## src/rtl/wb_master_seq.sv

```systemverilog
// rtl/wb_master_seq.sv - Wishbone classic-cycle traffic master with read-back compare
module wb_master_seq #(
  parameter int                    ADDR_WIDTH = 32,
  parameter int                    DATA_WIDTH = 32,
  parameter int                    COUNT      = 16,
  parameter logic [ADDR_WIDTH-1:0] BASE_ADDR  = '0,
  parameter int                    ADDR_STEP  = DATA_WIDTH / 8,
  parameter logic [31:0]           SEED       = 32'hA5A5_0000,
  parameter int                    MODE       = 0,
  parameter int                    IDLE_GAP   = 0,
  parameter int                    TIMEOUT    = 15
) (
  input  logic                             clk_i,
  input  logic                             rst_i,
  input  logic                             start_i,
  output logic                             cyc_o,
  output logic                             stb_o,
  output logic                             we_o,
  output logic [ADDR_WIDTH-1:0]            adr_o,
  output logic [DATA_WIDTH/8-1:0]          sel_o,
  output logic [DATA_WIDTH-1:0]            dat_o,
  input  logic [DATA_WIDTH-1:0]            dat_i,
  input  logic                             ack_i,
  input  logic                             err_i,
  output logic                             busy_o,
  output logic                             done_o,
  output logic [$clog2(COUNT+1)-1:0]       err_cnt_o,
  output logic [$clog2(COUNT+1)-1:0]       mismatch_cnt_o
);

  localparam int CW = $clog2(COUNT + 1);
  localparam int TW = (TIMEOUT > 0) ? $clog2(TIMEOUT + 1) : 1;
  localparam int GW = (IDLE_GAP > 0) ? $clog2(IDLE_GAP + 1) : 1;
  localparam int SW = DATA_WIDTH / 8;
  localparam logic [CW-1:0] LAST    = CW'(COUNT - 1);
  localparam logic [CW-1:0] CNT_MAX = CW'(COUNT);

  typedef enum logic [1:0] {S_IDLE, S_REQ, S_GAP, S_DONE} state_t;

  state_t              state, state_n;
  logic [CW-1:0]       k, k_n;
  logic [TW-1:0]       wait_cnt, wait_n;
  logic [GW-1:0]       gap_cnt, gap_n;
  logic [CW-1:0]       err_n, mis_n;
  logic                cyc_n, stb_n, we_n, busy_n, done_n;
  logic [ADDR_WIDTH-1:0] adr_n;
  logic [SW-1:0]       sel_n;
  logic [DATA_WIDTH-1:0] dat_n;

  logic [CW-1:0]       ld_idx, ld_pair;
  logic                ld_we;
  logic [ADDR_WIDTH-1:0] ld_adr;
  logic [DATA_WIDTH-1:0] ld_dat;
  logic                to_hit;
  logic [DATA_WIDTH-1:0] expect_dat;

  function automatic logic [DATA_WIDTH-1:0] pattern(input logic [CW-1:0] j);
    return DATA_WIDTH'(SEED) + DATA_WIDTH'(j);
  endfunction

  // Slot to be presented on the bus next: slot 0 from IDLE, the pending slot
  // after a gap, or the following slot when running back-to-back.
  always_comb begin
    if (state == S_IDLE)     ld_idx = '0;
    else if (state == S_GAP) ld_idx = k;
    else                     ld_idx = k + CW'(1);
    ld_pair = (MODE == 2) ? (ld_idx >> 1) : ld_idx;
    ld_we   = (MODE == 0) || ((MODE == 2) && !ld_idx[0]);
    ld_adr  = BASE_ADDR + ADDR_WIDTH'(ld_pair) * ADDR_WIDTH'(ADDR_STEP);
    ld_dat  = ld_we ? pattern(ld_pair) : '0;
  end

  assign to_hit     = (TIMEOUT != 0) && (wait_cnt == TW'(TIMEOUT));
  assign expect_dat = pattern(k >> 1);

  always_comb begin
    state_n = state;
    k_n     = k;
    wait_n  = wait_cnt;
    gap_n   = gap_cnt;
    err_n   = err_cnt_o;
    mis_n   = mismatch_cnt_o;
    cyc_n   = cyc_o;
    stb_n   = stb_o;
    we_n    = we_o;
    adr_n   = adr_o;
    sel_n   = sel_o;
    dat_n   = dat_o;
    busy_n  = busy_o;
    done_n  = 1'b0;

    case (state)
      S_IDLE: begin
        if (start_i) begin
          state_n = S_REQ;
          k_n     = '0;
          wait_n  = '0;
          err_n   = '0;
          mis_n   = '0;
          busy_n  = 1'b1;
          cyc_n   = 1'b1;
          stb_n   = 1'b1;
          sel_n   = '1;
          we_n    = ld_we;
          adr_n   = ld_adr;
          dat_n   = ld_dat;
        end
      end
      S_REQ: begin
        if (stb_o && (err_i || ack_i || to_hit)) begin
          // err_i wins over a simultaneous ack_i; a timeout counts as an error
          if (err_i || !ack_i) begin
            if (err_cnt_o != CNT_MAX) err_n = err_cnt_o + CW'(1);
          end else if ((MODE == 2) && k[0] && !we_o && (dat_i != expect_dat)) begin
            if (mismatch_cnt_o != CNT_MAX) mis_n = mismatch_cnt_o + CW'(1);
          end
          wait_n = '0;
          if (k == LAST) begin
            state_n = S_DONE;
            cyc_n   = 1'b0;
            stb_n   = 1'b0;
            we_n    = 1'b0;
            adr_n   = '0;
            sel_n   = '0;
            dat_n   = '0;
            busy_n  = 1'b0;
            done_n  = 1'b1;
          end else if (IDLE_GAP == 0) begin
            k_n   = k + CW'(1);
            we_n  = ld_we;
            adr_n = ld_adr;
            dat_n = ld_dat;
          end else begin
            state_n = S_GAP;
            k_n     = k + CW'(1);
            gap_n   = '0;
            cyc_n   = 1'b0;
            stb_n   = 1'b0;
            we_n    = 1'b0;
            adr_n   = '0;
            sel_n   = '0;
            dat_n   = '0;
          end
        end else if (TIMEOUT != 0) begin
          wait_n = wait_cnt + TW'(1);
        end
      end
      S_GAP: begin
        if (gap_cnt == GW'(IDLE_GAP - 1)) begin
          state_n = S_REQ;
          cyc_n   = 1'b1;
          stb_n   = 1'b1;
          sel_n   = '1;
          we_n    = ld_we;
          adr_n   = ld_adr;
          dat_n   = ld_dat;
        end else begin
          gap_n = gap_cnt + GW'(1);
        end
      end
      S_DONE: begin
        state_n = S_IDLE;
      end
      default: state_n = S_IDLE;
    endcase
  end

  always_ff @(posedge clk_i) begin
    if (rst_i) begin
      state          <= S_IDLE;
      k              <= '0;
      wait_cnt       <= '0;
      gap_cnt        <= '0;
      err_cnt_o      <= '0;
      mismatch_cnt_o <= '0;
      cyc_o          <= 1'b0;
      stb_o          <= 1'b0;
      we_o           <= 1'b0;
      adr_o          <= '0;
      sel_o          <= '0;
      dat_o          <= '0;
      busy_o         <= 1'b0;
      done_o         <= 1'b0;
    end else begin
      state          <= state_n;
      k              <= k_n;
      wait_cnt       <= wait_n;
      gap_cnt        <= gap_n;
      err_cnt_o      <= err_n;
      mismatch_cnt_o <= mis_n;
      cyc_o          <= cyc_n;
      stb_o          <= stb_n;
      we_o           <= we_n;
      adr_o          <= adr_n;
      sel_o          <= sel_n;
      dat_o          <= dat_n;
      busy_o         <= busy_n;
      done_o         <= done_n;
    end
  end

endmodule

```

## config.mk

```make
export PLATFORM = sky130hd
export DESIGN_NAME = wb_master_seq
export DESIGN_NICKNAME = d
export VERILOG_FILES = /design/src/rtl/wb_master_seq.sv
export SDC_FILE = /design/constraint.sdc
export NUM_CORES = 1
export LEC_CHECK = 0
export CORE_UTILIZATION = 37
export DETAILED_ROUTE_END_ITERATION = 6
export PLACE_DENSITY = 0.81
export SYNTH_ARGS = -nofsm -noshare
export SYNTH_HDL_FRONTEND = slang
export SYNTH_SLANG_ARGS = --single-unit
```

## constraint.sdc

```tcl
create_clock -name clk_i -period 2.6 [get_ports clk_i]
set_input_delay 0.52 -clock clk_i [delete_from_list [all_inputs] [get_ports clk_i]]
set_output_delay 0.52 -clock clk_i [all_outputs]
set_load 0.01 [all_outputs]
```

==> summary.md <==
| Metric | Value |
|---|---|
| Status | `completed` |
| Final Max Tran Viols | `0` |
| First-pass DRT Iterations | `4` |
| Placed cell area | `0.00201 mm^2` |
| Post_cts resized | `0` |
| Hold path start | `adr_o[4]` |
| Flop and latch count out of synthesis | `26` |
| Final HPWL DP | `2530 um` |
| GR Overflow Total | `0` |
| Final setup viols | `0` |
| Area grow syn2layout | `8.00%` |
| First-pass GRT wire length | `5260 um` |
| Post-synth EDFFs | `0` |
| Netlist cell types | `51` |
| I/O Pins | `120` |
| Met3 Usage GRT | `0.00549` |
| DR vias/cell | `4.68` |
| Setup Skew | `6.46 ps` |
| Clk pin slew, worst setup/hold paths | `80 ps` |
| Crit end category | `flip-flop` |
| Power per cell area | `439 mW/mm^2` |
| Syn_area_per_cell | `8.48 um^2` |
| P_leak | `0.000782 uW` |
| Total Wirelength | `3370 um` |
| Least-Margin Pin Slew | `542 ps` |
| Mapped Cells | `225` |
| Remaining antenna violation count | `0` |
| FFs w/ async S/R, synth | `0` |
| Largest net degree at the start of global routing | `17` |
| Seq/Total Area, Yosys | `0.273` |
| Minimum clock period | `2130 ps` |
| Rows | `25` |
| Vias in the first global route | `1,169` |
| Final Instance Area | `0.00206 mm^2` |
| Worst EP arrival | `2330 ps` |
| Total negative slack | `0 ps` |
| Drt initial violations | `106` |
| Final period utilization | `0.821` |
| Initial antenna violation count | `0` |
| Initial Util | `0.394` |
| Max Cap Violations | `0` |
| Main synth FF type | `dfxtp_1` |
| Routed vias | `1,446` |
| Fraction of layout cells with a size suffix above 1 | `0.0661` |
| CTS Hold Bufs | `0` |
| Top Usage Layer GRT | `met2` |
| Drt drc | `0` |
| Filler Cell Count | `480` |
| Worst-case clock buffer depth | `2` |
| Endpoints failing hold | `0` |
| CTS tree | `yes` |
| Diodes inserted | `0` |
| Die ar. | `0.00545 mm^2` |
| Port Buffers | `36` |
| CP Launch Point | `k[0]` |
| Setup CP Type | `flip-flop to flip-flop` |
| CP Max Fanout | `7` |
| Mapped Area | `0.00191 mm^2` |
| Post-CTS Setup Repair Bufs | `0` |
| GR Util met2 | `0.221` |
| Synth warn | `0` |
| Fmax | `469 MHz` |
| Total CTS buffers | `3` |
| Clk sinks | `26` |
| Root Buffer | `clkbuf_8` |
| Slew headroom | `0.638` |
| FF-to-FF Start | `k[0]` |
| All-Layer GR Usage | `0.122` |
| Worst-Skew Late Latency | `270 ps` |
| Placer Congestion | `0.815` |
| Max VDD drop | `0.000187 V` |
| Crit start category | `flip-flop` |
| Die X-Extent | `73.8 um` |
| CORE AREA | `0.00485 mm^2` |
| Met1 Usage GRT | `0.145` |
| Routed len/inst | `10.9 um` |
| CP Data Required Time | `2790 ps` |
| Hold crit path type | `flip-flop to flip-flop` |
| Die Height | `73.8 um` |
| CTS HTree Levels | `1` |
| Layout Nets | `285` |
| RSZ-0062 raised after global routing | `no` |
==> worst max-delay path: stages, from the launching register on <==
cell and delay (ps):
dfxtp_1 390, ha_1 270, and3_1 190, ha_1 250, or3_4 410, or4_1 400, a31oi_1 140
==> cells in the final DEF (no fill, tap or decap), types with 4 or more instances in the layout <==
master	count
conb_1	51
clkdlybuf4s50_1	36
dfxtp_1	26
nor2_1	14
a21oi_1	12
nand2_1	8
nor3_1	7
nand2b_1	6
nand3_1	6
inv_1	5
ha_1	5
or4_1	4
o31ai_1	4
clkbuf_8	4
==> kinds of logic after synthesis <==
group / share of synthesized area
compound gates: 0.157
xor+xnor: 0.0138
fa+ha+maj: 0.0328
buf+inv: 0.298
flops: 0.273
mux: 0.0216
other cells: 0.00197
simple gates: 0.203
==> per-stage QoR <==
step                      utilization  hold slack, ps  total power (uW)  instances  setup slack [ps]
after CTS                       0.425             501               907        309               470
after detailed placement        0.414             477               649        305               303
after global placement          0.414             473               643        305               343
after floorplan                     -             468               650        275               654
final                           0.425             494               905        309               466
after global routing            0.425             523               944        309               378
==> per-layer routing <==
layer,share of wire,vias to the layer above,wire length [um]
li1,-,703,-
met2,0.50,64,1670
met3,0.052,5,174
met1,0.44,674,1470
met4,0.015,0,51
met5,0,-,0
==> path summary, 6_finish.rpt <==
kind | end | slack (ps) | depth (start not counted)
setup / recovery | k[3] | 470 | 6
hold / removal | adr_o[4] | 490 | 2
setup reg to reg | k[3] | 470 | 6
hold reg to reg | adr_o[4] | 490 | 2
==> cells in the mapped netlist (2+ instances only) <==
| cell | count | share of area |
|---|---|---|
| nand4_1 | 2 | 0.0066 |
| clkbuf_1 | 4 | 0.0079 |
| mux2i_1 | 3 | 0.016 |
| a311oi_1 | 2 | 0.0092 |
| nor2_1 | 14 | 0.028 |
| buf_4 | 69 | 0.27 |
| nand2b_1 | 6 | 0.020 |
| nand3b_1 | 3 | 0.012 |
| or3_1 | 3 | 0.0098 |
| o31ai_1 | 4 | 0.016 |
| a21boi_1 | 2 | 0.0079 |
| nand3_1 | 6 | 0.016 |
| o21ai_0 | 3 | 0.0079 |
| o211ai_1 | 2 | 0.0079 |
| a221oi_1 | 2 | 0.0092 |
| nor3_1 | 7 | 0.018 |
| a21oi_1 | 12 | 0.031 |
| dfxtp_1 | 26 | 0.27 |
| inv_1 | 5 | 0.0098 |
| or4_1 | 4 | 0.016 |
| ha_1 | 5 | 0.033 |
| nor2b_1 | 2 | 0.0066 |
| xor2_1 | 3 | 0.014 |
| nor3b_1 | 2 | 0.0079 |
| nand2_1 | 8 | 0.016 |
==> registers in the layout, summed over array words and instances, names as in the netlist <==
| name | flops |
|---|---|
| dat_o | 2 |
| busy_o | 1 |
| done_o | 1 |
| k | 5 |
| state | 2 |
| sel_o | 1 |
| err_cnt_o | 5 |
| wait_cnt | 4 |
| adr_o | 4 |
| gap_cnt | 1 |
==> power by group <==
group / total, uW / switching (uW) / internal (uW) / leakage, uW
logic: 209 / 118 / 91.3 / 0.000542
clock network: 265 / 129 / 136 / 0.0000288
registers: 432 / 20.7 / 411 / 0.000212
==> final cells by class <==
cell class / count / area, um^2 / share of cell area
Timing Repair Buffer: 38 / 375 / 0.182
Tap cell: 67 / 83.8 / 0.0407
Multi-Input combinational cell: 169 / 1010 / 0.489
Inverter: 5 / 18.8 / 0.00911
Clock buffer: 4 / 55.1 / 0.0267
Sequential cell: 26 / 520 / 0.253
Power figures use the tool's default switching activity.
